## src/rtl/axis_frame_arbiter.sv

```systemverilog
// Frame-granular round-robin AXI-stream arbiter/mux with a registered two-entry skid output.
// A grant is held from the first beat of a frame through its tlast beat.
module axis_frame_arbiter #(
  parameter int S_COUNT    = 4,
  parameter int DATA_WIDTH = 64,
  parameter int KEEP_WIDTH = DATA_WIDTH/8,
  parameter int SEL_WIDTH  = 2
) (
  input  logic                          clk,
  input  logic                          rst,
  input  logic [S_COUNT*DATA_WIDTH-1:0] input_axis_tdata,
  input  logic [S_COUNT*KEEP_WIDTH-1:0] input_axis_tkeep,
  input  logic [S_COUNT-1:0]            input_axis_tvalid,
  output logic [S_COUNT-1:0]            input_axis_tready,
  input  logic [S_COUNT-1:0]            input_axis_tlast,
  input  logic [S_COUNT-1:0]            input_axis_tuser,
  output logic [DATA_WIDTH-1:0]         output_axis_tdata,
  output logic [KEEP_WIDTH-1:0]         output_axis_tkeep,
  output logic                          output_axis_tvalid,
  input  logic                          output_axis_tready,
  output logic                          output_axis_tlast,
  output logic                          output_axis_tuser,
  output logic [SEL_WIDTH-1:0]          grant_index,
  output logic                          grant_valid
);

  typedef enum logic {IDLE, ACTIVE} state_t;

  state_t                 state_reg;
  logic [SEL_WIDTH-1:0]   grant_index_reg;
  logic [SEL_WIDTH-1:0]   last_grant_reg;
  logic                   grant_valid_reg;

  logic [DATA_WIDTH-1:0]  out_data_reg, temp_data_reg;
  logic [KEEP_WIDTH-1:0]  out_keep_reg, temp_keep_reg;
  logic                   out_last_reg, temp_last_reg;
  logic                   out_user_reg, temp_user_reg;
  logic                   out_valid_reg, temp_valid_reg;

  logic [DATA_WIDTH-1:0]  in_data [S_COUNT];
  logic [KEEP_WIDTH-1:0]  in_keep [S_COUNT];

  logic [DATA_WIDTH-1:0]  sel_data;
  logic [KEEP_WIDTH-1:0]  sel_keep;
  logic                   sel_valid, sel_last, sel_user;
  logic                   accept;

  logic                   arb_found;
  logic [SEL_WIDTH-1:0]   arb_index;
  logic [SEL_WIDTH-1:0]   arb_cand;
  int                     arb_pos;

  // Ready depends only on registered state, so downstream tready never reaches the inputs.
  generate
    for (genvar gi = 0; gi < S_COUNT; gi++) begin : g_stream
      assign in_data[gi] = input_axis_tdata[gi*DATA_WIDTH +: DATA_WIDTH];
      assign in_keep[gi] = input_axis_tkeep[gi*KEEP_WIDTH +: KEEP_WIDTH];
      assign input_axis_tready[gi] = (state_reg == ACTIVE) &&
                                     (grant_index_reg == SEL_WIDTH'(gi)) &&
                                     !temp_valid_reg;
    end
  endgenerate

  assign sel_data  = in_data[grant_index_reg];
  assign sel_keep  = in_keep[grant_index_reg];
  assign sel_valid = input_axis_tvalid[grant_index_reg];
  assign sel_last  = input_axis_tlast[grant_index_reg];
  assign sel_user  = input_axis_tuser[grant_index_reg];
  assign accept    = (state_reg == ACTIVE) && sel_valid && !temp_valid_reg;

  // Scan farthest offset first so the nearest requester after last_grant wins.
  always_comb begin
    arb_found = 1'b0;
    arb_index = last_grant_reg;
    arb_cand  = '0;
    arb_pos   = 0;
    for (int k = S_COUNT; k >= 1; k--) begin
      arb_pos  = (int'(last_grant_reg) + k) % S_COUNT;
      arb_cand = SEL_WIDTH'(arb_pos);
      if (input_axis_tvalid[arb_cand]) begin
        arb_found = 1'b1;
        arb_index = arb_cand;
      end
    end
  end

  always_ff @(posedge clk or negedge rst) begin
    if (!rst) begin
      state_reg       <= IDLE;
      grant_index_reg <= '0;
      last_grant_reg  <= SEL_WIDTH'(S_COUNT-1);
      grant_valid_reg <= 1'b0;
    end else begin
      case (state_reg)
        IDLE: begin
          if (arb_found) begin
            state_reg       <= ACTIVE;
            grant_index_reg <= arb_index;
            last_grant_reg  <= arb_index;
            grant_valid_reg <= 1'b1;
          end
        end
        ACTIVE: begin
          if (accept && sel_last) begin
            state_reg       <= IDLE;
            grant_valid_reg <= 1'b0;
          end
        end
        default: state_reg <= IDLE;
      endcase
    end
  end

  always_ff @(posedge clk or negedge rst) begin
    if (!rst) begin
      out_data_reg   <= '0;
      out_keep_reg   <= '0;
      out_last_reg   <= 1'b0;
      out_user_reg   <= 1'b0;
      out_valid_reg  <= 1'b0;
      temp_data_reg  <= '0;
      temp_keep_reg  <= '0;
      temp_last_reg  <= 1'b0;
      temp_user_reg  <= 1'b0;
      temp_valid_reg <= 1'b0;
    end else if (accept) begin
      if (output_axis_tready || !out_valid_reg) begin
        out_data_reg  <= sel_data;
        out_keep_reg  <= sel_keep;
        out_last_reg  <= sel_last;
        out_user_reg  <= sel_user;
        out_valid_reg <= 1'b1;
      end else begin
        temp_data_reg  <= sel_data;
        temp_keep_reg  <= sel_keep;
        temp_last_reg  <= sel_last;
        temp_user_reg  <= sel_user;
        temp_valid_reg <= 1'b1;
      end
    end else if (output_axis_tready) begin
      // No accept is possible while temp is full, so draining temp never races a new beat.
      if (temp_valid_reg) begin
        out_data_reg   <= temp_data_reg;
        out_keep_reg   <= temp_keep_reg;
        out_last_reg   <= temp_last_reg;
        out_user_reg   <= temp_user_reg;
        out_valid_reg  <= 1'b1;
        temp_valid_reg <= 1'b0;
      end else begin
        out_valid_reg <= 1'b0;
      end
    end
  end

  assign output_axis_tdata  = out_data_reg;
  assign output_axis_tkeep  = out_keep_reg;
  assign output_axis_tvalid = out_valid_reg;
  assign output_axis_tlast  = out_last_reg;
  assign output_axis_tuser  = out_user_reg;
  assign grant_index        = grant_index_reg;
  assign grant_valid        = grant_valid_reg;

endmodule

```

## config.mk

```make
export PLATFORM = sky130hd
export DESIGN_NAME = axis_frame_arbiter
export DESIGN_NICKNAME = d
export VERILOG_FILES = /design/src/rtl/axis_frame_arbiter.sv
export SDC_FILE = /design/constraint.sdc
export NUM_CORES = 1
export LEC_CHECK = 0
export BUFFER_PORTS_ARGS = -buffer_cell sky130_fd_sc_hd__buf_2
export CORE_AREA = 2 2 151 153
export DETAILED_ROUTE_END_ITERATION = 16
export DIE_AREA = 0 0 153 155
export GPL_TIMING_DRIVEN = 0
export PLACE_DENSITY = 0.82
export SYNTH_ARGS = -nofsm -noshare
export SYNTH_HDL_FRONTEND = slang
export SYNTH_SLANG_ARGS = --single-unit
```

## constraint.sdc

```tcl
create_clock -name clk -period 2.5 [get_ports clk]
set_input_delay 0.25 -clock clk [delete_from_list [all_inputs] [get_ports clk]]
set_output_delay 0.25 -clock clk [all_outputs]
set_load 0.005 [all_outputs]
```

* Word level (Yosys, flattened, before mapping) *
Index checks and enable logic that the tools add are counted.

word-level totals
  bits in registers = 156

cells by class
  add/sub/neg operators = 4
  $lt $le $gt $ge = 6
  eq/ne operators = 7
  muxes and demuxes = 57
  bitwise logic cells = 3
  reductions and logical operators = 23

operators by type and width
  cell                   number
  $mux W64               6
  $bmux W64 S2           1
  $mux W8                6
  $mux W1                30
  $bmux W8 S2            1
  $lt A2 B3 Y1 const B   5
  $bmux W1 S2            7
  $logic_and A1 B1 Y1    11
  $reduce_and A2 Y1      5
  $mux W2                4
  $add A2 B1 Y2 const B  2
  $add A2 B2 Y2 const B  2
  $eq A2 B2 Y1 const B   2
  $ne A2 B1 Y1 const B   2
  $ne A2 B2 Y1 const B   2
  $pmux W1 S2            2
  $reduce_bool A2 Y1     2
  $ge A3 B3 Y1 const B   1
  $not A2 Y3             1
  $reduce_and A3 Y1      1
  $eq A2 B1 Y1 const B   1
  $logic_not A1 Y1       2
  $logic_not A2 Y1       1
  $not A1 Y1             2
  $logic_or A1 B1 Y1     1

* Logic depth before layout (Yosys ltp) *
Gate-level depths: netlist of the first run.

  depth after elaboration = 9
  depth in mapped cells = 8
  mapped depth without buffers = 4

* Worst setup path after synthesis of the first run *
Ideal clock, no wire load.

  path type = register to register
  start point = register grant_index_reg[0], in the netlist grant_index[0]
  end point = register out_data_reg[10], in the netlist output_axis_tdata[10]
  setup time = 0.125 ns
  arrival = 2.058 ns
  setup slack = 0.317 ns
  cell stages (with the launch flop) = 7
  path buffers = 3
  cells stage by stage = dfrtp_1 > clkbuf_1 > buf_4 > buf_2 > mux4_2 > mux2_1 > mux2_2

between the ends
  cells in the longest elaborated chain, start to end = 6
  elaborated cells on any way between the ends = 14

ends and longest elaborated chain
  what                                                            line    source
  start, declared                                                 30      logic [SEL_WIDTH-1:0] grant_index_reg;
  start signal, assigned                                          98      grant_index_reg <= arb_index;
  $bmux W1 S2 or $not A2 Y3 (tied branches)                       66, 64
  $mux W1 (not written as such) or $bmux W64 S2 (tied branches)   66, 64
  $logic_and A1 B1 Y1 or $mux W64 (tied branches) (2 in a row)    69, 64
  $ne A2 B1 Y1 (no source line), or another cell as far along     --
  $reduce_and A3 Y1 (no source line) or $mux W64 (tied branches)  --
  end signal, assigned                                            128     out_data_reg <= sel_data;
  end signal, assigned                                            143     out_data_reg <= temp_data_reg;
  end, declared                                                   34      logic [DATA_WIDTH-1:0] out_data_reg, temp_data_reg;

Parallel ways exist; a longest one is shown, timed or not. The select of a mux whose other input is x is not followed.
A chain may end at the register's enable or synchronous reset.

* Final worst setup path of the first run *
  start point = register grant_index_reg[1], in the netlist grant_index[1]
  end point = register out_data_reg[45], in the netlist output_axis_tdata[45]

Same word-level chain as after synthesis.

==> results of run 1 <==
==> cells in the final DEF (no fill, tap or decap), types with 5 or more instances in the layout <==
master     synthesis  final
a21o_1             6      6
buf_2             19    396
buf_4              7     12
buf_6              3      5
clkbuf_1          10     10
clkbuf_16          0     17
dfrtp_1          154    153
mux2_1            82     82
mux2_2            65     65
mux2_4            77     77
mux4_2            74     74
==> report_power, final <==
group | switching [mW] | total [mW] | internal [mW]
Clock | 1.09 | 2.77 | 1.68
Combinational | 3.67 | 9.21 | 5.54
Sequential | 0.676 | 4.57 | 3.89
Total | 5.43 | 16.5 | 11.1
==> final cells by class <==
cell class / instances / area (um^2)
flip-flops and latches: 156 / 3910
clock buffers: 19 / 433
well taps: 285 / 357
inverters: 4 / 15.0
multi-input cells: 335 / 4750
diodes: 1 / 2.50
fillers: 1916 / 10300
clock inverters: 12 / 186
repair buffers: 386 / 1970
plain buffers: 44 / 338
==> stage by stage <==
stage / hold WS (ns) / util (%)
global placement: 0.460 / 50.6
detailed placement: 0.338 / 50.8
finish: 0.0856 / 53.8
floorplan: -0.0456 / -
CTS: 0.0688 / 53.7
global route: 0.0677 / 53.8
==> kinds of logic (layout without fill, tap and decap cells) <==
group,count (synthesis),after routing,synth area share [%]
AO/OA/AOI/OAI,21,21,1.83
buffers and inverters,49,465,3.71
flip-flops,156,156,43.5
multiplexers,298,298,49.9
other,0,1,0
AND/OR/NAND/NOR,16,16,1.03
==> path summary, 6_finish.rpt <==
check	start	to	slack, ns	cells after the start
worst max-delay path	grant_index[1]	output_axis_tdata[45]	0.11	6
worst min-delay path	output_axis_tready	output_axis_tvalid	0.09	2
worst max register to register	grant_index[1]	output_axis_tdata[45]	0.11	6
worst min register to register	temp_data_reg[6]	temp_data_reg[6]	0.48	1
max in group asynchronous	rst	last_grant_reg[1]	1.21	3
min in group asynchronous	rst	temp_data_reg[38]	0.43	2
==> metal layers <==
| metal | track usage (%) | vias to the layer above | share of wire, % |
|---|---|---|---|
| met5 | 0 | - | 0 |
| met4 | 4.94 | 0 | 1.4 |
| met3 | 4.93 | 23 | 5.7 |
| met2 | 37.7 | 255 | 53 |
| met1 | 23.5 | 3263 | 40 |
| li1 | - | 2913 | - |
==> worst max-delay path, stage by stage (launching register included) <==
cell      delay [ns]
dfrtp_1         0.36
buf_6           0.19
clkbuf_2        0.39
buf_2           0.39
mux4_2          0.41
mux2_4          0.28
mux2_4          0.25
==> repair_timing <==
| action | CTS | global route |
|---|---|---|
| resized for setup | 11 | 2 |
| endpoints found under the setup margin | 153 | 5 |
| hold buffers | 1 | 0 |
| hold endpoints to repair | 79 | 0 |
==> metrics.md, run 1 <==
| Metric | Value |
|---|---|
| Number of enable flip-flop cells after synthesis | 0 |
| Period utilization | a little over nine tenths |
| Area growth from synthesis to layout | 33.2% |
| Clk sink count | about 160 |
| Routed length per instance | between 15 and 20 um |
| Clock network latency to the later pin of the worst-skew pair | 0.42 ns |
| Overall power | roughly 17 mW |
| First-pass GRT wire length | approximately 37000 um |
| Overflow left after global routing | 0 |
| CTS Root Cell | clkbuf_16 |
| Area leader, netlist | dfrtp_1 |
| Post-route setup slack | roughly 0.11 ns |
| Starting Density | between 40% and 50% |
| H-tree level count | 4 |
| Count of port buffers added during placement | 384 |
| Total via count after detailed routing | about 6500 |
| 1st-pass router iterations | 4 |
| Synthesized instance count | 540 |
| Cell Count, Final, Fillers Out | between 1000 and 1500 |
| Die Area | between 0.02 and 0.025 mm^2 |
| Post-Route Setup TNS | 0 ns |
| Final Slew Violations | 0 |
| Setup crit start kind | register |
| Slew at the pin closest to its max-slew limit | ~0.73 ns |
| Number of global-route vias before repair | around 7000 |
| Maximum clock frequency | 418 MHz |
| Peak fanout along the critical path | 10 |
| FFs w/ async S/R, synth | 100% |
| Top cells by area in the synthesized netlist | dfrtp_1 (43%), mux4_2 (19%), mux2_4 (13%), mux2_1 (10%), mux2_2 (8.2%) |
| Setup repair after global routing missed its margin | no |
| Main synth FF type | dfrtp_1 |
| Fraction of final layout cells sized beyond drive strength 1 | between 70 and 80% |
| Final wirelength | between 20000 and 25000 um |
| Post-synthesis area per instance | about 17 um^2 |
| Number of nets produced by synthesis | between 800 and 900 |
| Top-level port count | 385 |
| DR iter-0 viols | between 200 and 250 |
| Post-placement cell area | between 0.01 and 0.015 mm^2 |
| Number of failing setup endpoints in the final timing report | 0 |
| Critical path data required time | between 2 and 3 ns |
| Placed instance count | ~1200 |
| Maximum number of pins on one net before global-route repair | slightly above 80 |
| Clock input transition at the sequential cells of the worst setup and hold paths | ~0.07 ns |
| Worst Setup End Kind | register |
| Power per unit of standard cell area | between 1000 and 1500 mW/mm^2 |
| Floorplan die height | 155 um |
| Type of the worst min-delay path | in -> reg |
| Maximum capacitance violations | 0 |
| Synth unique cells | ~40 |
| Area share of the largest cell type after synthesis | 42.9% |
| Clock buffer depth | 2 |
| Final critical-path required period | ~2.4 ns |
| Width of the die | ~150 um |
| Design Area, Final | ~0.012 mm^2 |
| Type of the worst setup path | reg -> reg |
| Final layout net count | approximately 1200 |
| Final weighted congestion in routability-driven placement | ~0.80 |
| Post-placement setup slack | -0.557 ns |
| Total leakage power | 5.72 nW |
| HPWL Detailed | roughly 19000 um |
| Number of register bits inferred by synthesis | between 150 and 200 |
| Number of buffers inserted during clock tree synthesis | 17 |
| Number of remaining DRC errors | 0 |
| Largest clock skew in the final design | ~0.011 ns |
| Most instantiated cells after synthesis | dfrtp_1 (154), mux2_1 (82), mux2_4 (77), mux4_2 (74), mux2_2 (65) |
| Worst slew margin relative to its limit | 51.1% |
| Detail Route Antenna Nets | 0 |
| Number of hold-slack violations in the final timing report | 0 |
| Proportion of synthesized chip area in sequential cells | roughly 44% |
| Post-CTS setup-driven buffer insertion count | 0 |
| Clock tree from TritonCTS | built |
| Number of antenna violations at the first check in global routing | 1 |
| Std cell rows | 55 |
| Overall global routing resource usage | 20.3% |
| Yosys warns | 0 |
| Dominant cell by count in the synthesized netlist | dfrtp_1 |
| Critical Path AT | roughly 2.7 ns |
| Result of the run | finished clean |
| Combined area of all synthesized cells | ~0.0090 mm^2 |
| Floorplan Core Area | 0.0222 mm^2 |
| Routed via count divided by cell count | around 5.2 |
| Highest ir drop seen on vdd | between 600 and 700 uV |
(Power assumes the default switching activity.)
==> run 2, diff against run 1 <==
Settings changed: CORE_AREA 2 2 151 153 to unset, CORE_ASPECT_RATIO set to 1.25, CORE_MARGIN set to 10, CORE_UTILIZATION set to 49, DIE_AREA 0 0 153 155 to unset, PLACE_DENSITY 0.82 to 0.94, SKIP_LAST_GASP set to 1.
==> run 2 against run 1 <==
Maximum frequency is 3.1% higher. Sequential cell count stayed put. Combinational power is 0.4% higher. Non-clock buffer count is 1 lower. Clock skew is 0.0023 ns higher. Die area is 1.9% higher. Highest routed layer unchanged. Clock power is 12% lower. Critical path type unchanged.
==> metrics.md, run 2 (synthesis gave the netlist of run 1 again) <==
| Metric | Value |
|---|---|
| Clock network latency to the later pin of the worst-skew pair | 0.42 ns (about the same) |
| Final wirelength | 26700 um (+12%) |
| Fraction of final layout cells sized beyond drive strength 1 | 70.2% (unchanged) |
| Clock tree from TritonCTS | built |
| Area growth from synthesis to layout | 31.7% |
| Setup crit start kind | register |
| Top cell family by delay on the critical path | multiplexers |
| Overall global routing resource usage | 21.6% (+1.4 points) |
| Slowest cell on the critical path | mux4_2 |
| Power per unit of standard cell area | 1380 mW/mm^2 (-0.65%) |
| Total leakage power | 5.70 nW (-0.50%) |
| Final weighted congestion in routability-driven placement | 0.842 (+5.2%) |
| Number of global-route vias before repair | 7484 (+6.9%) |
| Type of the worst min-delay path | in -> reg |
| Floorplan Core Area | 0.0180 mm^2 (-19%) |
| Maximum number of pins on one net before global-route repair | 100 (+23%) |
| Logic depth of the worst register-to-register path | 5 (-1) |
| Highest ir drop seen on vdd | 610 uV (-2.9%) |
| Number of buffers inserted during clock tree synthesis | 17 (unchanged) |
| 1st-pass router iterations | 4 (unchanged) |
| Top-level port count | 385 (unchanged) |
| Startpoint of the worst hold path | output_axis_tready |
| Die Area | 0.0242 mm^2 (+1.9%) |
| Result of the run | finished clean |
| Min-Delay Endpoint | output_axis_tvalid |
| Clock input transition at the sequential cells of the worst setup and hold paths | 0.07 ns (about the same) |
| Clk sink count | 156 (unchanged) |
| Most common cell after layout, fill and taps aside | buf_2 |
| Total via count after detailed routing | 6512 (+0.90%) |
| Clock buffer depth | 2 (unchanged) |
| Final critical-path required period | 2.32 ns (-0.0718 ns) |
| CTS Root Cell | clkbuf_16 |
| DR iter-0 viols | 236 (+15%) |
| Floorplan die height | 171 um (+11%) |
| Critical Path AT | 2.63 ns (-0.06 ns) |
| Number of antenna violations at the first check in global routing | 4 (+3) |
| HPWL Detailed | 21800 um (+16%) |
| Cell Count, Final, Fillers Out | 1189 (-4.3%) |
| Starting Density | 49.8% (+9.4 points) |
| Commonest cells after routing, fill and taps aside | buf_2 (396), dfrtp_1 (154), mux2_1 (82) |
| Worst reg2reg endpoint | output_axis_tdata[8] |
| Placed instance count | 1153 (-4.7%) |
| Detail Route Antenna Nets | 0 (unchanged) |
| Reg2Reg Launch Point | grant_index[0] |
| Post-CTS setup-driven buffer insertion count | 0 (unchanged) |
| Std cell rows | 55 (unchanged) |
| Slew at the pin closest to its max-slew limit | 0.660 ns (-0.0741 ns) |
| CP cell instances | buf_6 -> buf_4 -> mux4_2 -> mux2_1 -> mux2_2 |
| Buf+Inv Stages, Crit Path | 2 (-1) |
| Number of hold-slack violations in the final timing report | 0 (unchanged) |
| Setup repair after global routing missed its margin | no |
| Register-to-Register Setup Slack | 0.18 ns (+0.07 ns) |
| Maximum capacitance violations | 0 (unchanged) |
| Hold path depth | 2 (unchanged) |
| Peak fanout along the critical path | 10 (unchanged) |
| Critical path data required time | 2.81 ns (about the same) |
| Largest clock skew in the final design | 0.0129 ns (+0.00235 ns) |
| Number of remaining DRC errors | 0 (unchanged) |
| Highest cell delay on the worst timing path | 0.57 ns (+0.16 ns) |
| Routed length per instance | 22.5 um (+17%) |
| First-pass GRT wire length | 40700 um (+9.5%) |
| Number of failing setup endpoints in the final timing report | 0 (unchanged) |
| Width of the die | 141 um (-7.8%) |
| Count of port buffers added during placement | 384 (unchanged) |
| Final Slew Violations | 0 (unchanged) |
| Routed via count divided by cell count | 5.48 (+5.4%) |
| Type of the worst setup path | reg -> reg |
| Overflow left after global routing | 0 (unchanged) |
| H-tree level count | 4 (unchanged) |
| Period utilization | 92.8% (-2.9 points) |
| Worst Setup End Kind | register |
| Maximum clock frequency | 431 MHz (+3.1%) |
| Worst hold slack | 0.0832 ns (-0.00235 ns) |
| Worst slew margin relative to its limit | 56.0% (+4.9 points) |
| Final layout net count | 1246 (-0.080%) |
==> run 2: cell count changes in the layout (fill, tap and decap cells not counted) <==
cell,change
buf_1,+1
bufinv_16,-4
clkbuf_1,-2
clkbuf_2,-1
clkbuf_4,-1
clkbuf_8,+2
clkinv_2,+1
clkinv_4,+4
dfrtp_1,+1
dfrtp_2,-1
diode_2,+4
inv_6,-1
inv_8,+1
==> run 2: metrics by stage <==
step | instance area, um^2 | worst slack [ns] | TNS, ns | utilization (%) | power, mW
after global placement | 11200 | -1.11 | -188.92 | 62.0 | 13.5
after global routing | 11800 | 0.0472 | 0 | 65.5 | 17.3
after CTS | 11800 | 0.0130 | 0 | 65.5 | 16.4
final | 11800 | 0.179 | 0 | 65.6 | 16.3
after detailed placement | 11200 | -0.275 | -23.79 | 62.2 | 13.9
after floorplan | 8970 | 0.317 | 0 | - | 11.4
==> run 2: area by class of cell <==
cell class	instances	area [um^2]
Fill cell	1324	6210
Multi-Input combinational cell	335	4750
Sequential cell	156	3910
Timing Repair Buffer	386	1970
Clock buffer	19	453
Buffer	43	329
Tap cell	228	285
Clock inverter	13	109
Inverter	4	15.0
Antenna cell	5	12.5
==> run 2: per-layer routing <==
layer  up-vias  wire length (um)  share of wire (%)  GRT usage, %
li1       2914                 -                  -             -
met1      3303             10000                 37          23.6
met3        29              2010                7.5          7.50
met4         0               431                1.6          6.07
met2       266             14300                 53          38.9
met5         -                 0                  0             0
==> run 2: worst max path at each step <==
| stage | from | end | slack [ns] | depth (start not counted) |
|---|---|---|---|---|
| floorplan | grant_index[0] | output_axis_tdata[10] | 0.32 | 6 |
| global placement | rst | output_axis_tdata[36] | -1.11 | 1 |
| detailed placement | grant_index[0] | output_axis_tkeep[4] | -0.28 | 8 |
| CTS | grant_index[0] | temp_data_reg[44] | 0.01 | 8 |
| global route | grant_index[0] | temp_data_reg[41] | 0.05 | 7 |
| finish | grant_index[0] | output_axis_tdata[8] | 0.18 | 5 |
==> run 2: report_power, final <==
part | internal [mW] | total, mW | switching (mW)
clock network | 1.35 | 2.45 | 1.10
logic | 5.53 | 9.25 | 3.71
registers | 3.89 | 4.57 | 0.679
total | 10.8 | 16.3 | 5.49
==> run 2: repair_timing <==
item,4_1_cts,5_1_grt
setup endpoints to repair,127,113
hold buffers,1,0
endpoints found under the hold margin,57,0
gates resized for setup,8,1
gates cloned,0,0
==> run 3, diff against run 2 <==
Settings changed: RECOVER_POWER set to 25.
==> run 3 against run 2 <==
Via count down 0.21%. Non-clock buffer count unchanged. Count of clock-buffer cells in the layout unchanged. Clock skew up 0.00079 ns. Clock power about the same. Critical path type unchanged. Largest power group unchanged.
==> metrics.md, run 3 (synthesis gave the netlist of run 1 again) <==
| Metric | Value |
|---|---|
| Post-CTS setup-driven buffer insertion count | 0 (unchanged) |
| Clock tree from TritonCTS | built |
| Final critical-path required period | 2.31 ns (-0.00827 ns) |
| Critical path data required time | 2.80 ns (about the same) |
| Slowest cell on the critical path | dfrtp_1 |
| CTS Root Cell | clkbuf_16 |
| Post-placement cell area | 0.0112 mm^2 (unchanged) |
| 1st-pass router iterations | 4 (unchanged) |
| Count of port buffers added during placement | 384 (unchanged) |
| Overall global routing resource usage | 21.6% (unchanged) |
| Detail Route Antenna Nets | 0 (unchanged) |
| Std cell rows | 55 (unchanged) |
| Top cell family by delay on the critical path | buffers and inverters |
| Worst Setup End Kind | register |
| Largest clock skew in the final design | 0.0137 ns (+0.000787 ns) |
| Final weighted congestion in routability-driven placement | 0.842 (unchanged) |
| Number of global-route vias before repair | 7484 (unchanged) |
| Final layout net count | 1246 (unchanged) |
| Number of hold-slack violations in the final timing report | 0 (unchanged) |
| Design Area, Final | 0.0118 mm^2 (-0.49%) |
| Starting Density | 49.8% (unchanged) |
| Commonest cells after routing, fill and taps aside | buf_2 (355), dfrtp_1 (154), mux2_1 (82) |
| DR iter-0 viols | 246 (+4.2%) |
| Power per unit of standard cell area | 1380 mW/mm^2 (about the same) |
| Overflow left after global routing | 0 (unchanged) |
| Highest cell delay on the worst timing path | 0.52 ns (-0.05 ns) |
| Number of antenna violations at the first check in global routing | 4 (unchanged) |
| Met1 track demand over resource | 23.6% (unchanged) |
| Area growth from synthesis to layout | 31.1% |
| Die Area | 0.0242 mm^2 (unchanged) |
| Final Slew Violations | 0 (unchanged) |
| Total leakage power | 5.57 nW (-2.2%) |
| Type of the worst setup path | reg -> reg |
| Type of the worst min-delay path | in -> reg |
| HPWL Detailed | 21800 um (unchanged) |
| Clock buffer depth | 2 (unchanged) |
| Width of the die | 141 um (unchanged) |
| Setup repair after global routing missed its margin | no |
| Clock network latency to the later pin of the worst-skew pair | 0.42 ns (about the same) |
| Met2 track demand over resource in global routing | 38.9% (unchanged) |
| GR peak layer | met2 |
| Setup crit start kind | register |
| Most common cell after layout, fill and taps aside | buf_2 |
| Number of filler cells placed in the layout | 1346 (+1.7%) |
| Number of buffers inserted during clock tree synthesis | 17 (unchanged) |
| Slew at the pin closest to its max-slew limit | 1.49 ns (+0.827 ns) |
| Final wirelength | 26700 um (-0.12%) |
| Clock input transition at the sequential cells of the worst setup and hold paths | 0.07 ns (about the same) |
| First-pass GRT wire length | 40700 um (unchanged) |
| Maximum capacitance violations | 0 (unchanged) |
| Maximum clock frequency | 432 MHz (+0.36%) |
| Period utilization | 92.5% (-0.33 points) |
| Floorplan die height | 171 um (unchanged) |
| Floorplan Core Area | 0.0180 mm^2 (unchanged) |
| Number of failing setup endpoints in the final timing report | 0 (unchanged) |
| Result of the run | finished clean |
| Post-Route Setup TNS | 0 ns (unchanged) |
| Buf+Inv Stages, Crit Path | 3 (+1) |
| Critical Path AT | 2.61 ns (-0.02 ns) |
| Number of remaining DRC errors | 0 (unchanged) |
| Worst slew margin relative to its limit | 0.906% (-55 points) |
| H-tree level count | 4 (unchanged) |
| Overall power | 16.2 mW (-0.54%) |
| Routed via count divided by cell count | 5.47 (-0.21%) |
| Highest ir drop seen on vdd | 593 uV (-2.8%) |
| Maximum number of pins on one net before global-route repair | 100 (unchanged) |
| Global Route met3 Usage | 7.50% (unchanged) |
| CP cell instances | and3b_1 -> a22o_1 -> buf_6 -> and2_4 -> buf_4 -> buf_2 -> mux2_1 |
| Peak fanout along the critical path | 10 (unchanged) |
| Total via count after detailed routing | 6498 (-0.21%) |
| Fraction of final layout cells sized beyond drive strength 1 | 65.9% (-4.3 points) |
| Clk sink count | 156 (unchanged) |
| Top-level port count | 385 (unchanged) |
| Routed length per instance | 22.5 um (-0.12%) |
run 3: cell type report:
class	count	area, um^2	share of cell area, %
Timing Repair Buffer	386	1910	16.2
Multi-Input combinational cell	335	4750	40.3
Clock buffer	19	453	3.85
Buffer	43	329	2.80
Antenna cell	5	12.5	0.106
Tap cell	228	285	2.43
Clock inverter	13	109	0.925
Inverter	4	15.0	0.128
Sequential cell	156	3910	33.2
run 3: repair_timing:
item	4_1_cts	5_1_grt
hold buffers	1	0
endpoints found under the hold margin	57	0
resized for setup	8	1
gates cloned	0	0
setup endpoints to repair	127	113
run 3: path summary, 6_finish.rpt:
path	start	end	slack, ns	cells past startpoint
setup reg to reg	grant_index[0]	temp_data_reg[43]	0.19	7
hold reg to reg	grant_valid	grant_valid	0.48	1
setup / recovery	grant_index[0]	temp_data_reg[43]	0.19	7
min in group asynchronous	rst	output_axis_tdata[10]	0.72	2
max in group asynchronous	rst	last_grant_reg[0]	0.59	3
hold / removal	output_axis_tready	output_axis_tvalid	0.08	2
run 3: stage by stage:
stage / utilization, % / hold WS, ns / std cells / worst slack, ns
6_report: 65.2 / 0.0830 / 1189 / 0.188
3_5_place_dp: 62.2 / 0.248 / 1153 / -0.275
4_1_cts: 65.5 / 0.0649 / 1185 / 0.0130
5_1_grt: 65.2 / 0.0897 / 1186 / 0.0472
2_1_floorplan: - / -0.0456 / 540 / 0.317
3_3_place_gp: 62.0 / 0.459 / 1152 / -1.11
run 3: routing by layer:
layer / share of wire [%] / vias to the layer above
met5: 0 / -
met4: 1.6 / 0
met3: 8.1 / 29
met2: 53 / 271
met1: 37 / 3285
li1: - / 2913
run 3: where the power goes:
part | internal, mW | switching [mW] | leakage (nW) | total, mW
clock network | 1.35 | 1.10 | 0.274 | 2.45
registers | 3.89 | 0.684 | 1.86 | 4.57
logic | 5.45 | 3.71 | 3.43 | 9.15
